[src/rtl/mon_pkg.sv]
// Shared types and default constants for the result mailbox monitor.
package mon_pkg;

    // Monitor life cycle: IDLE until started, RUN while snooping, then one terminal state.
    typedef enum logic [1:0] {
        ST_IDLE    = 2'd0,
        ST_RUN     = 2'd1,
        ST_DONE    = 2'd2,
        ST_TIMEOUT = 2'd3
    } mon_state_e;

    localparam logic [31:0] DEF_RESULT_BASE = 32'h0000_0100;
    localparam int          DEF_NUM_SLOTS   = 13;
    localparam logic [31:0] DEF_DONE_ADDR   = 32'h0000_0134;
    localparam logic [4:0]  NO_FAIL_IDX     = 5'd31;

endpackage : mon_pkg

[src/rtl/mon_slot_decode.sv]
// Combinational decode of a snooped write: result-region hit, word alignment,
// slot index and done-mailbox hit.
module mon_slot_decode #(
    parameter logic [31:0] RESULT_BASE = 32'h0000_0100,
    parameter int          NUM_SLOTS   = 13,
    parameter logic [31:0] DONE_ADDR   = 32'h0000_0134
) (
    input  logic [31:0] addr,
    input  logic [3:0]  wen,
    output logic        region_hit,
    output logic        full_word,
    output logic [4:0]  slot_idx,
    output logic        done_hit
);

    localparam logic [31:0] REGION_SPAN = 32'(4 * NUM_SLOTS);

    logic [31:0] offset_s;
    logic        wr_event_s;

    // Unsigned offset wraps for addresses below the base, so one compare covers both bounds.
    always_comb begin
        wr_event_s = (wen != 4'h0);
        offset_s   = addr - RESULT_BASE;
        region_hit = wr_event_s && (offset_s < REGION_SPAN);
        full_word  = (wen == 4'hF) && (addr[1:0] == 2'b00);
        slot_idx   = offset_s[6:2];
        done_hit   = wr_event_s && (addr == DONE_ADDR);
    end

endmodule : mon_slot_decode

[src/rtl/result_mailbox_monitor.sv]
// Snoop monitor on the CPU data-memory write port: records per-slot verdicts in
// the result mailbox region and ends the run on a done-mailbox write or timeout.
module result_mailbox_monitor
    import mon_pkg::*;
#(
    parameter logic [31:0] RESULT_BASE    = DEF_RESULT_BASE,
    parameter int          NUM_SLOTS      = DEF_NUM_SLOTS,
    parameter logic [31:0] DONE_ADDR      = RESULT_BASE + 32'(4 * NUM_SLOTS),
    parameter int          TIMEOUT_CYCLES = 2000
) (
    input  logic                 clk,
    input  logic                 rst,
    input  logic                 start,
    input  logic [31:0]          d_mem_addr,
    input  logic [31:0]          d_mem_wdata,
    input  logic [3:0]           d_mem_wen,
    output logic                 busy,
    output logic                 done,
    output logic                 timeout,
    output logic                 pass,
    output logic [NUM_SLOTS-1:0] written_mask,
    output logic [NUM_SLOTS-1:0] fail_mask,
    output logic [4:0]           first_fail_idx,
    output logic                 proto_err,
    output logic [31:0]          cycle_count
);

    localparam logic [31:0] LAST_CYCLE = 32'(TIMEOUT_CYCLES - 1);

    mon_state_e           state_r, state_nxt_s;
    logic [31:0]          cycle_r, cycle_nxt_s;
    logic [NUM_SLOTS-1:0] written_r, written_nxt_s;
    logic [NUM_SLOTS-1:0] fail_r, fail_nxt_s;
    logic                 proto_r, proto_nxt_s;
    logic                 done_r, done_nxt_s;
    logic                 timeout_r, timeout_nxt_s;
    logic                 pass_r, pass_nxt_s;
    logic [4:0]           ffi_r, ffi_nxt_s;
    logic                 region_hit_s, full_word_s, done_hit_s, run_s, slot_wr_s;
    logic [4:0]           slot_idx_s;

    // Lowest failing slot index, or NO_FAIL_IDX when every verdict is clean.
    function automatic logic [4:0] lowest_fail(input logic [NUM_SLOTS-1:0] mask);
        logic [4:0] idx;
        idx = NO_FAIL_IDX;
        for (int i = NUM_SLOTS - 1; i >= 0; i--) begin
            if (mask[i]) begin
                idx = 5'(i);
            end else begin
                idx = idx;
            end
        end
        return idx;
    endfunction

    mon_slot_decode #(
        .RESULT_BASE (RESULT_BASE),
        .NUM_SLOTS   (NUM_SLOTS),
        .DONE_ADDR   (DONE_ADDR)
    ) u_decode (
        .addr       (d_mem_addr),
        .wen        (d_mem_wen),
        .region_hit (region_hit_s),
        .full_word  (full_word_s),
        .slot_idx   (slot_idx_s),
        .done_hit   (done_hit_s)
    );

    // Next-state, verdict and flag computation; derived outputs are computed from
    // next values so they register in the same cycle as the masks.
    always_comb begin
        state_nxt_s   = state_r;
        cycle_nxt_s   = cycle_r;
        done_nxt_s    = done_r;
        timeout_nxt_s = timeout_r;
        run_s         = (state_r == ST_RUN);
        slot_wr_s     = run_s && region_hit_s;
        written_nxt_s = written_r;
        fail_nxt_s    = fail_r;

        for (int i = 0; i < NUM_SLOTS; i++) begin
            if (slot_wr_s && (slot_idx_s == 5'(i))) begin
                written_nxt_s[i] = written_r[i] | full_word_s;
                fail_nxt_s[i]    = full_word_s ? (d_mem_wdata != 32'h0) : 1'b1;
            end else begin
                written_nxt_s[i] = written_r[i];
                fail_nxt_s[i]    = fail_r[i];
            end
        end
        proto_nxt_s = proto_r | (slot_wr_s & ~full_word_s);

        case (state_r)
            ST_IDLE: begin
                if (start) begin
                    state_nxt_s = ST_RUN;
                    cycle_nxt_s = 32'd0;
                end else begin
                    state_nxt_s = ST_IDLE;
                end
            end
            ST_RUN: begin
                // A done write on the final cycle beats the timeout.
                if (done_hit_s) begin
                    state_nxt_s = ST_DONE;
                    done_nxt_s  = 1'b1;
                end else if (cycle_r == LAST_CYCLE) begin
                    state_nxt_s   = ST_TIMEOUT;
                    timeout_nxt_s = 1'b1;
                end else begin
                    cycle_nxt_s = cycle_r + 32'd1;
                end
            end
            ST_DONE, ST_TIMEOUT: begin
                state_nxt_s = state_r;
            end
            default: begin
                state_nxt_s = ST_IDLE;
            end
        endcase

        pass_nxt_s = done_nxt_s & (&written_nxt_s) & ~(|fail_nxt_s) & ~proto_nxt_s;
        ffi_nxt_s  = lowest_fail(fail_nxt_s);
    end

    // State and output registers with synchronous reset; reset discards any coincident write.
    always_ff @(posedge clk) begin
        if (rst) begin
            state_r   <= ST_IDLE;
            cycle_r   <= 32'd0;
            written_r <= '0;
            fail_r    <= '0;
            proto_r   <= 1'b0;
            done_r    <= 1'b0;
            timeout_r <= 1'b0;
            pass_r    <= 1'b0;
            ffi_r     <= NO_FAIL_IDX;
        end else begin
            state_r   <= state_nxt_s;
            cycle_r   <= cycle_nxt_s;
            written_r <= written_nxt_s;
            fail_r    <= fail_nxt_s;
            proto_r   <= proto_nxt_s;
            done_r    <= done_nxt_s;
            timeout_r <= timeout_nxt_s;
            pass_r    <= pass_nxt_s;
            ffi_r     <= ffi_nxt_s;
        end
    end

    assign busy           = (state_r == ST_RUN);
    assign done           = done_r;
    assign timeout        = timeout_r;
    assign pass           = pass_r;
    assign written_mask   = written_r;
    assign fail_mask      = fail_r;
    assign first_fail_idx = ffi_r;
    assign proto_err      = proto_r;
    assign cycle_count    = cycle_r;

endmodule : result_mailbox_monitor

[config.mk]
export PLATFORM = sky130hd
export DESIGN_NAME = result_mailbox_monitor
export DESIGN_NICKNAME = d
export VERILOG_FILES = /design/src/rtl/mon_pkg.sv /design/src/rtl/mon_slot_decode.sv /design/src/rtl/result_mailbox_monitor.sv
export SDC_FILE = /design/constraint.sdc
export NUM_CORES = 1
export LEC_CHECK = 0
export ABC_AREA = 1
export CAP_MARGIN = 25
export CORE_ASPECT_RATIO = 1.4
export CORE_MARGIN = 10
export CORE_UTILIZATION = 30
export CTS_CLUSTER_DIAMETER = 80
export DETAILED_ROUTE_END_ITERATION = 16
export PLACE_DENSITY = 0.51
export SLEW_MARGIN = 25
export SYNTH_ARGS = -nofsm -noshare
export SYNTH_HDL_FRONTEND = slang
export SYNTH_SLANG_ARGS = --single-unit
[constraint.sdc]
create_clock -name clk -period 5.4 [get_ports clk]
set_input_delay 0.81 -clock clk [delete_from_list [all_inputs] [get_ports clk]]
set_output_delay 0.81 -clock clk [all_outputs]
set_load 0.01 [all_outputs]
==> run_results.csv <==
group,metric,value,unit
final_layout,combined_area_of_the_multi_input_logic_cells,2814,sq um
worst_setup_path,cp.arrival,3.90,ns
worst_setup_path,critical_path.startpoint_type,"primary input",
placed_design,port_buffers,138,
worst_setup_path,critical_path.max_stage_delay,0.62,ns
grt,grt_start_max_net_pins,38,
sta,skew,0.005864,ns
min_path,hold_path.class,"flop to flop",
synthesis,synth_enable_flop_cells,0,
routing,detail_route.vias_per_cell,4.820,
cts,postCtsHoldBufs,0,
worst_setup_path,endpoint_kind,"flop",
cts,clock-root-buffer,"clkbuf_16",
pwr,ir_drop,0.1404,mV
synthesis,yosysWarningCount,0,
placed_design,placed_cell_area,6306,sq um
worst_setup_path,worst_ep_required_time,5.61,ns
run_status,run_status,"complete, no violations",
pwr,power.density,211.5,nW/um^2
final_layout,num_antenna_cells,0,
floorplanning,initial_core_util,0.3035,
synthesis,synth_top_area_cell,"dfxtp_1",
sta,rsz_0062_raised_after_global_routing,"false",
pwr,leak,2.649,nW
synthesis,synth.cells.most_frequent,"171 x nand2_1, 151 x nor2_1, 123 x inv_1",
min_path,worst_hold_startpoint,"timeout",
grt,grt_use_total,0.1638,
sta,worst_pin_slew,0.5090,ns
synthesis,postSynthRegisterBits,69,
final_layout,utilization_of_the_core_after_routing,0.4291,
placed_design,detailed_place_hpwl,14.55,mm
worst_setup_path,cp_cell_sequence,"clkdlybuf4s50_1 > inv_1 > nand2_1 > nor2_1 > nand4_1 > nor4_2 > nand2_1 > nand3_1 > inv_2 > nand2_1 > nor2_1 > nand2_1 > nor2_1 > nand3_1 > nor2_1 > nand2_1 > o21ai_1 > a21oi_1",
routing,dr_total_vias,5432,
worst_setup_path,slowest_library_cell_on_the_worst_path,"clkdlybuf4s50_1",
sta,final-setup-viol-count,0,
routing,drt_first_pass_iters,5,
floorplanning,core_area,15470,sq um
routing,postRouteAntennaNets,0,
worst_setup_path,worstPathBufferInverterCount,3,
final_layout,area_growth,41.38,%
grt,grt-ovfl-total,0,
sta,final_hold_viol_count,0,
synthesis,yosys.cell_count.top_type,"nand2_1",
min_path,holdPathEnd,"timeout",
sta,fin_setup_tns,0,ns
synthesis,seq_area_frac_synth,0.2942,
sta,max_clock_freq,0.2713,GHz
sta,post-route-period-util,0.6825,
final_layout,final_standard_cell_area_without_fillers,6639,sq um
routing,routed_wire_length_per_instance,15.81,microns
grt,wire_length_of_the_first_global_routing_pass,28.37,mm
synthesis,postSynthCellCount,783,
synthesis,synthesis.area,4696,sq um
worst_setup_path,crit-reg2reg-launch,"cycle_count[0]",
synthesis,async_reset_ff_frac,0,
sta,timing_max_transition_violations_final,0,
final_layout,filler_cell_count,1712,
floorplanning,die_width,125.7,microns
cts,clk_pin_slew_worst_paths,0.06,ns
cts,post-cts-setup-buffer-count,0,
floorplanning,total_die_area,21130,sq um
synthesis,netlist_top_cells_area,"dfxtp_1 29%, nand2_1 14%, nor2_1 12%, inv_1 9.8%, nand3_1 5.1%",
cts,clkLatencyLatePin,0.33,ns
min_path,whs_path_depth,2,
worst_setup_path,worst_r2r_endpoint,"cycle_count[23]",
run,max_cap_violations,0,
placed_design,routabilityCongestion,0.8826,
worst_setup_path,crit_top_cell,"nand2_1",
cts,clkSinkCount,69,
worst_setup_path,reg2regPathDepth,17,
worst_setup_path,reg2reg_slack,2.34,ns
cts,clock_tree.buffer_depth,2,
synthesis,synth_top_area_share,0.2942,
routing,detail_route.drc_violations,0,
synthesis,avgSynthCellArea,5.997,sq um
cts,tritoncts_clock_tree,"yes",
synthesis,synth_top_flop_cell,"dfxtp_1",
final_layout,finish.net_count,998,
cts,tritoncts.num_buffers,9,
final_layout,seqCellArea,1381,sq um
floorplanning,num_rows,54,
routing,initialDrtViolationCount,234,
worst_setup_path,timing.critical_path.fanout_max,13,
worst_setup_path,timing.setup.critical_path_class,"primary input to flop",
synthesis,synth_cell_types,42,
cts,cts_resized,0,
grt,number_of_global_route_vias_before_repair,5426,
floorplanning,die_height,168.0,microns
routing,detail_route.wirelength,17.82,mm
floorplanning,ios,139,
sta,slew_headroom,0.6581,
cts,ctsHtreeMaxLevel,3,
grt,antenna_found_initial,0,
synthesis,syn-num-nets,855,
sta,min_period,3.686,ns
worst_setup_path,family_with_the_most_delay_on_the_worst_path,"simple AND/OR/NAND/NOR gates",
final_layout,drive_above_1_share,0.05693,
area by class of cell:
type,count,area share
multi-input combinational,581,0.4239
inverter,125,0.07067
clock inverter,6,0.01413
clock buffer,10,0.03600
tap,196,0.03694
timing repair buffer,140,0.2103
sequential,69,0.2081
logic make-up (layout without fill, tap and decap cells):
family	Yosys count	after routing	share of synthesized area
buffers and inverters	133	281	0.1066
and+or+nand+nor	490	490	0.4844
DFF	69	69	0.2942
xor gates and xnor gates	4	4	0.007462
muxes	1	1	0.002132
AOI/OAI and AO/OA	85	85	0.1026
adders and majority gates	1	1	0.002664
layer usage:
layer / vias to the layer above / share of wire / track usage
met5: - / 0 / 0
met4: 0 / 0.017 / 0.05062
met2: 156 / 0.50 / 0.2988
li1: 2832 / - / -
met1: 2423 / 0.43 / 0.1848
met3: 21 / 0.049 / 0.03457
power by group:
group | leakage, nW | switching [W] | total, W | internal [W]
clock network | 0.159 | 0.000237 | 0.000657 | 0.000420
logic | 1.93 | 0.000130 | 0.000221 | 0.0000915
registers | 0.556 | 0.00000911 | 0.000526 | 0.000517
cell usage in the layout, fill, tap and decap left out, drive strengths merged, types with 3 or more instances in the layout:
master,netlist,final
xor2,3,3
clkbuf,6,10
nand3,50,50
nand2,178,178
nor2,167,167
nor3,34,34
o21bai,7,7
nor4,20,20
o21ai,33,33
dfxtp,69,69
clkdlybuf4s50,0,138
o21a,3,3
inv,125,126
a21oi,34,34
nand4,34,34
nand3b,4,4
sequential cells by signal, summed over array words and instances, names as in the netlist:
signal / cells
done: 1
state_r: 2
timeout: 1
proto_err: 1
first_fail_idx: 5
cycle_count: 32
written_mask: 13
fail_mask: 13
pass: 1
worst register-to-register path, stage by stage, from the launching register on:
cell,delay [ns]
dfxtp_1,0.37
ha_1,0.24
nand2_1,0.11
nor2_1,0.08
nand3_1,0.12
nor3_1,0.06
nand4_1,0.10
nand3_1,0.37
inv_2,0.30
nand2_1,0.10
nor2_1,0.16
nand2_1,0.09
nor2_1,0.20
nand3_1,0.19
nor2_1,0.22
nand2_1,0.08
o21ai_1,0.11
a21oi_1,0.05
through the flow:
| step | setup slack (ns) | hold slack, ns | std cells | total power (W) |
|---|---|---|---|---|
| 2_1_floorplan | 2.688 | 0.4925 | 783 | 0.0006461 |
| 3_3_place_gp | 1.448 | 0.4661 | 1111 | 0.0007603 |
| 3_5_place_dp | 1.393 | 0.4711 | 1111 | 0.0007589 |
| 4_1_cts | 1.721 | 0.4872 | 1127 | 0.001421 |
| 5_1_grt | 1.361 | 0.5179 | 1127 | 0.001468 |
| 6_report | 1.714 | 0.4785 | 1127 | 0.001404 |
worst max path at each step:
stage                   start         endpoint  slack [ns]  depth (start not counted)
2_1_floorplan  d_mem_addr[15]             pass        2.69                         19
3_3_place_gp   d_mem_addr[18]  cycle_count[11]        1.45                         13
3_5_place_dp   d_mem_addr[18]  cycle_count[11]        1.39                         13
4_1_cts        d_mem_addr[18]  cycle_count[11]        1.72                         13
5_1_grt        d_mem_addr[18]  cycle_count[23]        1.36                         18
6_report        d_mem_addr[6]  cycle_count[23]        1.71                         18
No activity file was read; power rests on OpenSTA's default activity.
